File: src/rtl/telemetry_tx_scheduler.sv
// Schedules periodic telemetry frames and one-shot urgent event frames onto a
// byte-wide UART transmit handshake, one byte at a time, with an XOR checksum.
module telemetry_tx_scheduler #(
    parameter int unsigned PERIOD_CYCLES = 5_000_000,
    parameter logic [7:0]  HEADER        = 8'hA5
) (
    input  logic       c50M,
    input  logic       reset,
    input  logic [7:0] speed,
    input  logic [7:0] heartRate,
    input  logic [9:0] resolvedAngle,
    input  logic [11:0] adcData,
    input  logic       event_req,
    input  logic [7:0] event_code,
    input  logic       is_transmitting,
    output logic       transmit,
    output logic [7:0] tx_byte,
    output logic       busy,
    output logic [7:0] frame_count,
    output logic       overrun,
    output logic       event_drop,
    output logic [2:0] state_dbg
);

    // Handshake: transmit is a single-cycle request carrying tx_byte; the UART
    // answers with is_transmitting, which is only trusted from the WAIT state on.
    localparam int CNT_W = $clog2(PERIOD_CYCLES);
    localparam logic [CNT_W-1:0] CNT_LAST = CNT_W'(PERIOD_CYCLES - 1);

    typedef enum logic [2:0] {
        S_IDLE = 3'd0,
        S_SNAP = 3'd1,
        S_SEND = 3'd2,
        S_HOLD = 3'd3,
        S_WAIT = 3'd4
    } state_t;

    state_t           state, state_nx;
    logic [CNT_W-1:0] period_cnt;
    logic             tick;
    logic             tel_pend, ev_pend;
    logic             tel_clr, ev_clr;
    logic [7:0]       ev_code;
    logic [7:0]       frame_buf [0:8];
    logic             frame_is_ev;
    logic [3:0]       idx;
    logic [3:0]       last_idx;
    logic             is_last;
    logic [7:0]       chk;
    logic [7:0]       cur_byte;
    logic [7:0]       tx_hold;

    always_comb begin
        tick     = (period_cnt == CNT_LAST);
        ev_clr   = (state == S_SNAP) && ev_pend;
        tel_clr  = (state == S_SNAP) && !ev_pend;
        last_idx = frame_is_ev ? 4'd4 : 4'd9;
        is_last  = (idx == last_idx);
        cur_byte = 8'h00;
        if (is_last) cur_byte = chk;
        else         cur_byte = frame_buf[idx];
    end

    always_comb begin
        state_nx = state;
        transmit = 1'b0;
        case (state)
            S_IDLE: if ((ev_pend || tel_pend) && !is_transmitting) state_nx = S_SNAP;
            S_SNAP: state_nx = S_SEND;
            S_SEND: begin
                transmit = 1'b1;
                state_nx = S_HOLD;
            end
            S_HOLD: state_nx = S_WAIT;
            S_WAIT: if (!is_transmitting) state_nx = is_last ? S_IDLE : S_SEND;
            default: state_nx = S_IDLE;
        endcase
        tx_byte   = (state == S_SEND) ? cur_byte : tx_hold;
        busy      = (state != S_IDLE);
        state_dbg = state;
    end

    always_ff @(posedge c50M) begin
        if (reset) begin
            state       <= S_IDLE;
            period_cnt  <= '0;
            tel_pend    <= 1'b0;
            ev_pend     <= 1'b0;
            ev_code     <= 8'h00;
            overrun     <= 1'b0;
            event_drop  <= 1'b0;
            frame_count <= 8'h00;
            frame_is_ev <= 1'b0;
            idx         <= 4'd0;
            chk         <= 8'h00;
            tx_hold     <= 8'h00;
            for (int i = 0; i < 9; i++) frame_buf[i] <= 8'h00;
        end else begin
            state      <= state_nx;
            period_cnt <= tick ? '0 : period_cnt + CNT_W'(1);

            // A new tick or event in the same cycle as its clear is kept, not lost.
            if (tick) begin
                tel_pend <= 1'b1;
                if (tel_pend && !tel_clr) overrun <= 1'b1;
            end else if (tel_clr) begin
                tel_pend <= 1'b0;
            end

            if (event_req) begin
                if (ev_pend && !ev_clr) begin
                    event_drop <= 1'b1;
                end else begin
                    ev_pend <= 1'b1;
                    ev_code <= event_code;
                end
            end else if (ev_clr) begin
                ev_pend <= 1'b0;
            end

            case (state)
                S_SNAP: begin
                    frame_is_ev  <= ev_pend;
                    idx          <= 4'd0;
                    chk          <= 8'h00;
                    frame_buf[0] <= HEADER;
                    if (ev_pend) begin
                        frame_buf[1] <= 8'h02;
                        frame_buf[2] <= 8'h01;
                        frame_buf[3] <= ev_code;
                        for (int i = 4; i < 9; i++) frame_buf[i] <= 8'h00;
                    end else begin
                        frame_buf[1] <= 8'h01;
                        frame_buf[2] <= 8'h06;
                        frame_buf[3] <= speed;
                        frame_buf[4] <= heartRate;
                        frame_buf[5] <= {6'b0, resolvedAngle[9:8]};
                        frame_buf[6] <= resolvedAngle[7:0];
                        frame_buf[7] <= {4'b0, adcData[11:8]};
                        frame_buf[8] <= adcData[7:0];
                    end
                end
                S_SEND: begin
                    tx_hold <= cur_byte;
                    if (idx != 4'd0 && !is_last) chk <= chk ^ cur_byte;
                end
                S_WAIT: begin
                    if (!is_transmitting) begin
                        if (is_last) begin
                            if (!frame_is_ev) frame_count <= frame_count + 8'd1;
                        end else begin
                            idx <= idx + 4'd1;
                        end
                    end
                end
                default: ;
            endcase
        end
    end

endmodule

File: config.mk
export PLATFORM = sky130hd
export DESIGN_NAME = telemetry_tx_scheduler
export DESIGN_NICKNAME = d
export VERILOG_FILES = /design/src/rtl/telemetry_tx_scheduler.sv
export SDC_FILE = /design/constraint.sdc
export NUM_CORES = 1
export LEC_CHECK = 0
export ABC_AREA = 1
export CAP_MARGIN = 20
export CORE_AREA = 2 2 90 110
export DETAILED_ROUTE_END_ITERATION = 6
export DIE_AREA = 0 0 92 112
export HOLD_SLACK_MARGIN = 0.08
export PLACE_DENSITY = 0.9
export SLEW_MARGIN = 20
export SYNTH_ARGS = -nofsm -noshare
export SYNTH_HDL_FRONTEND = slang
export SYNTH_SLANG_ARGS = --single-unit
File: constraint.sdc
create_clock -name c50M -period 3.8 [get_ports c50M]
set_clock_uncertainty 0.1 [all_clocks]
set_input_delay 0.38 -clock c50M [delete_from_list [all_inputs] [get_ports c50M]]
set_output_delay 0.38 -clock c50M [all_outputs]
set_load 0.02 [all_outputs]
Yosys cells after proc, flatten, opt, wreduce, memory -nomap -nowiden
Memory sizes are Yosys's and may differ from the RTL's. A register that Yosys moved wholly into a read port is not among the register bits.
Index checks and enable logic that the tools add are counted.
{"block": "op_classes", "addsub": 3, "multipliers": 0, "div_mod_pow": 0, "order_cmp": 0, "n_eq_ne": 11, "shifts": 0, "mux": 50, "bitwise": 21, "reduce_logical": 28}
{"op": "$mux 8", "n": 20}
{"op": "$add 23x1->23 const B", "n": 1}
{"op": "$eq 23x23->1 const B", "n": 1}
{"op": "$mux 4", "n": 5}
{"op": "$mux 1", "n": 19}
{"op": "$or 1x1->1", "n": 17}
{"op": "$pmux 8 s2", "n": 1}
{"op": "$pmux 3 s5", "n": 1}
{"op": "$reduce_and 2->1", "n": 6}
{"op": "$add 8x1->8 const B", "n": 1}
{"op": "$ne 2x2->1 const B", "n": 4}
{"op": "$pmux 4 s2", "n": 1}
{"op": "$reduce_bool 2->1", "n": 4}
{"op": "$xor 8x8->8", "n": 1}
{"op": "$eq 3x2->1 const B", "n": 2}
{"op": "$logic_and 1x1->1", "n": 6}
{"op": "$mux 3", "n": 2}
{"op": "$logic_not 1->1", "n": 5}
{"op": "$add 4x1->4 const B", "n": 1}
{"op": "$eq 4x4->1", "n": 1}
{"op": "$reduce_and 4->1", "n": 1}
{"op": "$reduce_bool 4->1", "n": 1}
{"op": "$eq 3x1->1 const B", "n": 1}
{"op": "$eq 3x3->1 const B", "n": 1}
{"op": "other kinds (8)", "n": 10}
{"block": "totals", "register_bits": 67, "latch_bits": 0, "mem_bits_rw": 72, "romBits": 0, "output_inout_bits": 23, "wordCells": 126, "memories": 1}
{"memory": "frame_buf", "words": 9, "word_bits": 8, "read_ports": 1, "rd_clocked_by_memory_dff": 1, "wr": 9, "line_no": "44", "source": "logic [7:0] frame_buf [0:8];"}

Longest topological paths before layout
Gate-level depths: netlist of run 1.
{"block": "logic_depth", "word_depth": 7, "depth_mapped": 12, "depth_no_buf": 11}

Worst setup path before layout of run 1
No wires, ideal clock.
{"block": "synth_path", "path_kind": "flip-flop to flip-flop", "from": "register state[0], in the netlist state_dbg[0]", "to": "memory frame_buf[3][0] (enable)", "setup_time_ns": 0.396, "arrival_ns": 1.725, "slack_ns": 1.579, "stages_incl_launch_ff": 5, "path_cell_list": "dfxtp_1 > inv_1 > nor3_2 > inv_2 > nand2_1"}
{"item": "from (decl)", "line_no": "38", "source": "state_t state, state_nx;"}
{"item": "from (signal assigned)", "line_no": "99", "source": "state <= state_nx;"}
{"item": "to (decl)", "line_no": "44"}

==> results of run 1 <==
==> final cells by class <==
cell class,instances,area (um2)
clock buffer,10,250
clock inverter,6,65.1
fill,721,2830
inverter,100,375
multi-input combinational,475,2230
sequential,112,2630
tap,123,154
timing repair buffer,74,736
==> cell usage in the layout, fill, tap and decap left out, drive strengths merged, types with 3 or more instances in the layout <==
master,n
nor3,18
clkbuf,10
nand2,168
edfxtp,39
nand3,71
nand3b,3
dfxtp,73
nor3b,4
xnor2,5
a21oi,36
clkdlybuf4s50,72
nand4,14
ha,4
inv,101
o21ai,21
or2,6
o21a,3
nor2,113
nor4,3
==> logic make-up after synthesis <==
| family | synth area share |
|---|---|
| AND/OR/NAND/NOR | 0.331 |
| buffers and inverters | 0.0925 |
| flip-flops | 0.491 |
| AO/OA/AOI/OAI | 0.0642 |
| XOR/XNOR | 0.0114 |
| adder cells (fa/ha/maj) | 0.00934 |
==> worst reg2reg max path: cells and delay by family (launching register included) <==
family	cells	cell delay (ns)
flops	1	0.38
buf+inv	2	0.24
simple gates	4	1.59
==> stage by stage <==
step,cell area [um2],hold slack (ns)
2_1_floorplan,5360,0.318
3_3_place_gp,6130,0.329
3_5_place_dp,6130,0.347
4_1_cts,6440,0.364
5_1_grt,6440,0.392
6_report,6440,0.354
==> path summary, 6_finish.rpt <==
check | from | end | slack, ns | cells past startpoint
max reg2reg | state_dbg[0] | frame_buf[8][6] | 1.30 | 6
min | period_cnt[0] | period_cnt[0] | 0.35 | 1
max | register | tx_byte[4] | 0.71 | 11
min reg2reg | period_cnt[0] | period_cnt[0] | 0.35 | 1
==> power groups by stage <==
stage	Sequential, uW	Combinational, uW	Clock (uW)
6_report	1330	214	989
5_1_grt	1330	235	1040
4_1_cts	1320	214	996
3_5_place_dp	1350	212	0
3_3_place_gp	1350	204	0
2_1_floorplan	1340	117	0
==> layer usage <==
metal | wire length (um) | global-route usage | share of wire | vias to the layer above
met5 | 0 | 0 | 0 | -
met3 | 699 | 0.0487 | 0.055 | 60
met4 | 748 | 0.158 | 0.058 | 0
li1 | - | - | - | 2389
met2 | 6750 | 0.486 | 0.53 | 189
met1 | 4600 | 0.258 | 0.36 | 2211
==> sequential cells by signal, summed over array words and instances, names as in the netlist, 3 cells and up, named ones only <==
register     cells
tx_hold          8
ev_code          8
frame_buf       41
frame_count      8
period_cnt      23
state_dbg        3
idx              4
chk              8
==> key figures, run 1 <==
Run status
  – Failing checks: design-rule violations
  – Status: finished, violations left

Cells and area
  – Layout Nets: 826
  – Post-Route Utilization: 0.695
  – Post-Layout Cell Count: 900
  – Layout cells sized above 1: 0.0656
  – Ant diodes: 0
  – Layout area overhead: 20.3%

Clock network
  – CTS tree: built
  – Root Buffer: clkbuf_16
  – Clock H-tree levels: 3
  – Clk sink count: 112
  – CTS Buf Count: 9
  – # Post-CTS Setup Buffers: 0
  – CTS hold repair buffers: 0
  – Clock Path Buffers: 2
  – PostCTS Resize Cnt: 0
  – Clock Pin Slew Worst Setup and Hold Paths: 0.08 ns
  – Worst skew pair latency: 0.36 ns

GRT
  – First-pass GRT wire length: 21100 um
  – Vias in the first global route: 4829
  – Initial antenna violation count: 0
  – Total grt overflow: 0
  – GRT Overall Usage: 0.259
  – Largest net degree at the start of global routing: 39

Synthesis
  – Sequential fraction of the synthesis area: 0.491
  – Top-count cell post-synth: nand2_1
  – FF+latch count, synth: 112
  – Share of synthesized registers carrying an async set or reset: 0
  – Gate Count Post-Synth: 707
  – Syn nets: 761
  – Cell Area, Synth: 5360 um2
  – Top post-synthesis cells by area: dfxtp_1 27%, edfxtp_1 22%, nand2_1 11%
  – Post-synth top cells: 163 x nand2_1, 108 x nor2_1, 92 x inv_1
  – Mean post-synth cell area: 7.58 um2
  – Total number of yosys warnings: 0
  – Synth top area share: 0.273
  – Synth Flop Type: dfxtp_1
  – Post-synthesis cell type count: 37
  – Number of enable flip-flop cells after synthesis: 39
  – Synth area leader: dfxtp_1

Pwr
  – Clock power frac: 0.391
  – Maximum VDD drop: 241 uV
  – Reg power frac: 0.524
  – Int Pwr: 1940 uW
  – Tot Pwr: 2530 uW
  – Static leakage: 0.00267 uW
  – Gate power share: 0.085
  – Switch Pwr: 590 uW
  – Switching Share: 0.233
  – Pwr Density: 393 nW/um2

Die
  – Site Rows: 39
  – Die width: 92 um
  – Initial core utilization: 0.578
  – Die area: 10300 um2
  – Die Ht: 112 um
  – Ports: 73
  – CORE AREA: 9270 um2

Placement
  – Port bufs: 72
  – Dpl hpwl: 9350 um
  – GPL Wtd Cong: 1.03
  – Pre-CTS setup slack: 1.09 ns
  – Placed cell count: 884

Setup path
  – Critical Path End Type: output pin
  – Slowest cell on the critical path: dfxtp_1
  – CP Cell Sequence: inv_1, nor2_2, nand2_1, nand3_1, nand2_1, nand3_1, nand2_1, nand2_1, nand2_1, inv_1, clkdlybuf4s50_1
  – Crit path kind: register to output pin
  – Worst path max stage delay: 0.59 ns
  – CP arrival: 2.61 ns
  – CP most frequent cell: nand2_1
  – Worst Path Required: 3.32 ns
  – Maximum net fanout on the critical path: 14
  – Critical Path Source Type: register
  – Top cell family by delay on the critical path: buffers and inverters
  – Buf+Inv Stages, Crit Path: 3

Detailed routing
  – Wire per inst: 14.2 um
  – Final antenna-violating net count: 0
  – Initial DRC Count: 265
  – DR vias/cell: 5.39
  – Drt total wl: 12800 um
  – DRC: 1
  – Via count: 4849
  – Pre-antenna DRT Iters: 7

Flow run
  – Max cap viols: 0

STA
  – PnR worst setup slack: 0.710 ns
  – Period utilization: 0.813
  – Final Hold Viols: 0
  – Minimum clock period: 3.09 ns
  – Setup Viol. Count Final: 0
  – Max Slew Vio Count: 0
  – Max frequency: 324 MHz
  – Relative slew slack: 0.318
  – Setup TNS Final: 0 ns
  – Worst-Margin Slew: 1.02 ns
  – RSZ-0062 raised after global routing: false

Min path
  – Min-Delay Path Class: register to register
(Power assumes the default switching activity.)
==> inputs of run 2 (changes only) <==
--- a/config.mk
+++ b/config.mk
@@ -7,11 +7,11 @@
 export LEC_CHECK = 0
 export ABC_AREA = 1
 export CAP_MARGIN = 20
-export CORE_AREA = 2 2 90 110
+export CORE_AREA = 2 2 98 119
 export DETAILED_ROUTE_END_ITERATION = 6
-export DIE_AREA = 0 0 92 112
+export DIE_AREA = 0 0 100 121
 export HOLD_SLACK_MARGIN = 0.08
-export PLACE_DENSITY = 0.9
+export PLACE_DENSITY = 0.81
 export SLEW_MARGIN = 20
 export SYNTH_ARGS = -nofsm -noshare
 export SYNTH_HDL_FRONTEND = slang
==> constraint.sdc (replaced) <==
create_clock -name c50M -period 2.7 [get_ports c50M]
set_clock_uncertainty 0.1 [all_clocks]
set_input_delay 0.27 -clock c50M [delete_from_list [all_inputs] [get_ports c50M]]
set_output_delay 0.27 -clock c50M [all_outputs]
set_load 0.02 [all_outputs]
==> key figures, run 2 (synthesis gave the netlist of run 1 again) <==
Setup path
  – Slowest cell on the critical path: clkdlybuf4s50_1
  – Critical Path Source Type: register
  – CP most frequent cell: nand2_1
  – Critical Path End Type: output pin
  – CP Cell Sequence: inv_2, o21ai_2, nand3_2, nand3_1, nand2_1, nand2_1, nand2_1, inv_1, clkdlybuf4s50_1
  – Worst path max stage delay: 0.59 ns
  – R2r worst-path depth: 7
  – CP arrival: 2.24 ns
  – Worst Path Required: 2.33 ns
  – Maximum net fanout on the critical path: 8
  – Crit path kind: register to output pin

Detailed routing
  – Final antenna-violating net count: 0
  – Drt total wl: 11800 um
  – DRC: 0
  – Wire per inst: 12.8 um
  – Pre-antenna DRT Iters: 5
  – DR vias/cell: 5.11
  – Via count: 4726
  – Initial DRC Count: 260

Cells and area
  – Multi-input gate area: 2230 um2
  – Max reg flops: 41
  – Ant diodes: 0
  – Layout cells sized above 1: 0.0859
  – Fill cells: 969
  – Layout Nets: 841
  – Commonest non-fill, non-tap cell in the layout: nand2_1
  – Biggest register: frame_buf
  – Biggest regs: frame_buf (41), period_cnt (23)
  – Layout area overhead: 22.5%
  – Post-Layout Cell Count: 924
  – Most frequent cells in the layout: 163 x nand2_1, 108 x nor2_1, 92 x inv_1
  – Reg area: 2640 um2

Placement
  – Placed cell count: 901
  – Dpl hpwl: 8790 um
  – Port bufs: 72
  – GPL Wtd Cong: 0.878

GRT
  – Vias in the first global route: 4458
  – Largest net degree at the start of global routing: 32
  – Initial antenna violation count: 0
  – GRT Overall Usage: 0.204
  – First-pass GRT wire length: 19700 um
  – Total grt overflow: 0

Pwr
  – Static leakage: 0.00284 uW
  – Maximum VDD drop: 271 uV
  – Pwr Density: 518 nW/um2

Min path
  – Min-Delay Path Class: register to register
  – Hold Path Cell Cnt: 1

Die
  – Site Rows: 42
  – Die Ht: 121 um
  – CORE AREA: 10900 um2
  – Initial core utilization: 0.490
  – Die width: 100 um
  – Ports: 73
  – Die area: 12100 um2

Clock network
  – CTS tree: built
  – Worst skew pair latency: 0.35 ns
  – Clk sink count: 112
  – Clock H-tree levels: 3
  – CTS hold repair buffers: 0
  – CTS Buf Count: 9
  – Clock Pin Slew Worst Setup and Hold Paths: 0.07 ns
  – Clock Path Buffers: 2
  – Root Buffer: clkbuf_16

STA
  – Max frequency: 383 MHz
  – Setup Viol. Count Final: 0
  – Setup TNS Final: 0 ns
  – Worst-Margin Slew: 0.356 ns
  – Final Hold Viols: 0
  – RSZ-0062 raised after global routing: true
  – Relative slew slack: 0.762
  – Max Slew Vio Count: 0
  – Minimum clock period: 2.61 ns
  – Period utilization: 0.968

Flow run
  – Max cap viols: 0

Run status
  – Status: finished, final reports clean
-- run 2: cell count changes in the layout (fill, tap and decap cells not counted), sizes merged --
cell / change
buf: +14
clkdlybuf4s50: -6
dlymetal6s2s: +6
clkinv: +2
bufinv: -1
clkinvlp: +1
inv: -1
-- run 2: path summary, 6_finish.rpt --
path                                     from         endpoint  slack (ns)
worst min register to register  period_cnt[0]    period_cnt[0]        0.35
worst min-delay path            period_cnt[0]    period_cnt[0]        0.35
worst max-delay path                   idx[0]       tx_byte[6]        0.09
worst max register to register   state_dbg[0]  frame_buf[4][6]        0.72
-- run 2: what timing repair did --
item | 4_1_cts | 5_1_grt
setup endpoints to repair | 8 | 8
gates resized for setup | 3 | 8
pin swaps | 1 | 0
buffers inserted | 2 | 5
-- run 2: area by class of cell --
type	count	area share
clock inverters	7	0.00762
inverters	100	0.0578
repair buffers	89	0.133
clock buffers	9	0.0343
multi-input cells	475	0.340
flip-flops and latches	112	0.402
well taps	132	0.0252
-- run 2: metal layers --
layer  vias up  track usage  share of wire
met5         -            0              0
met3        29       0.0357          0.039
met1      2154        0.229           0.40
met2       112        0.375           0.53
met4         0       0.0916          0.032
li1       2431            -              -
-- run 2: report_power, final --
group	switching, uW	total [uW]	internal, uW
Clock	609	1230	626
Combinational	169	304	135
Sequential	36.8	1860	1820
-- run 2: stage by stage --
step,hold WS [ns],setup slack [ns],area (um2),util,power [uW]
2_1_floorplan,0.318,0.479,5360,-,2050
3_3_place_gp,0.331,0.294,6200,0.567,2200
3_5_place_dp,0.338,0.293,6200,0.567,2200
4_1_cts,0.354,0.0189,6510,0.595,3420
5_1_grt,0.386,-0.0508,6560,0.601,3520
6_report,0.348,0.0876,6560,0.601,3400
-- run 2: worst max-delay path, delay by kind of cell (launching register included) --
kind | cells | cell delay [ns]
buffers and inverters | 3 | 0.73
and+or+nand+nor | 5 | 0.59
AOI/OAI and AO/OA | 1 | 0.17
DFF | 1 | 0.41
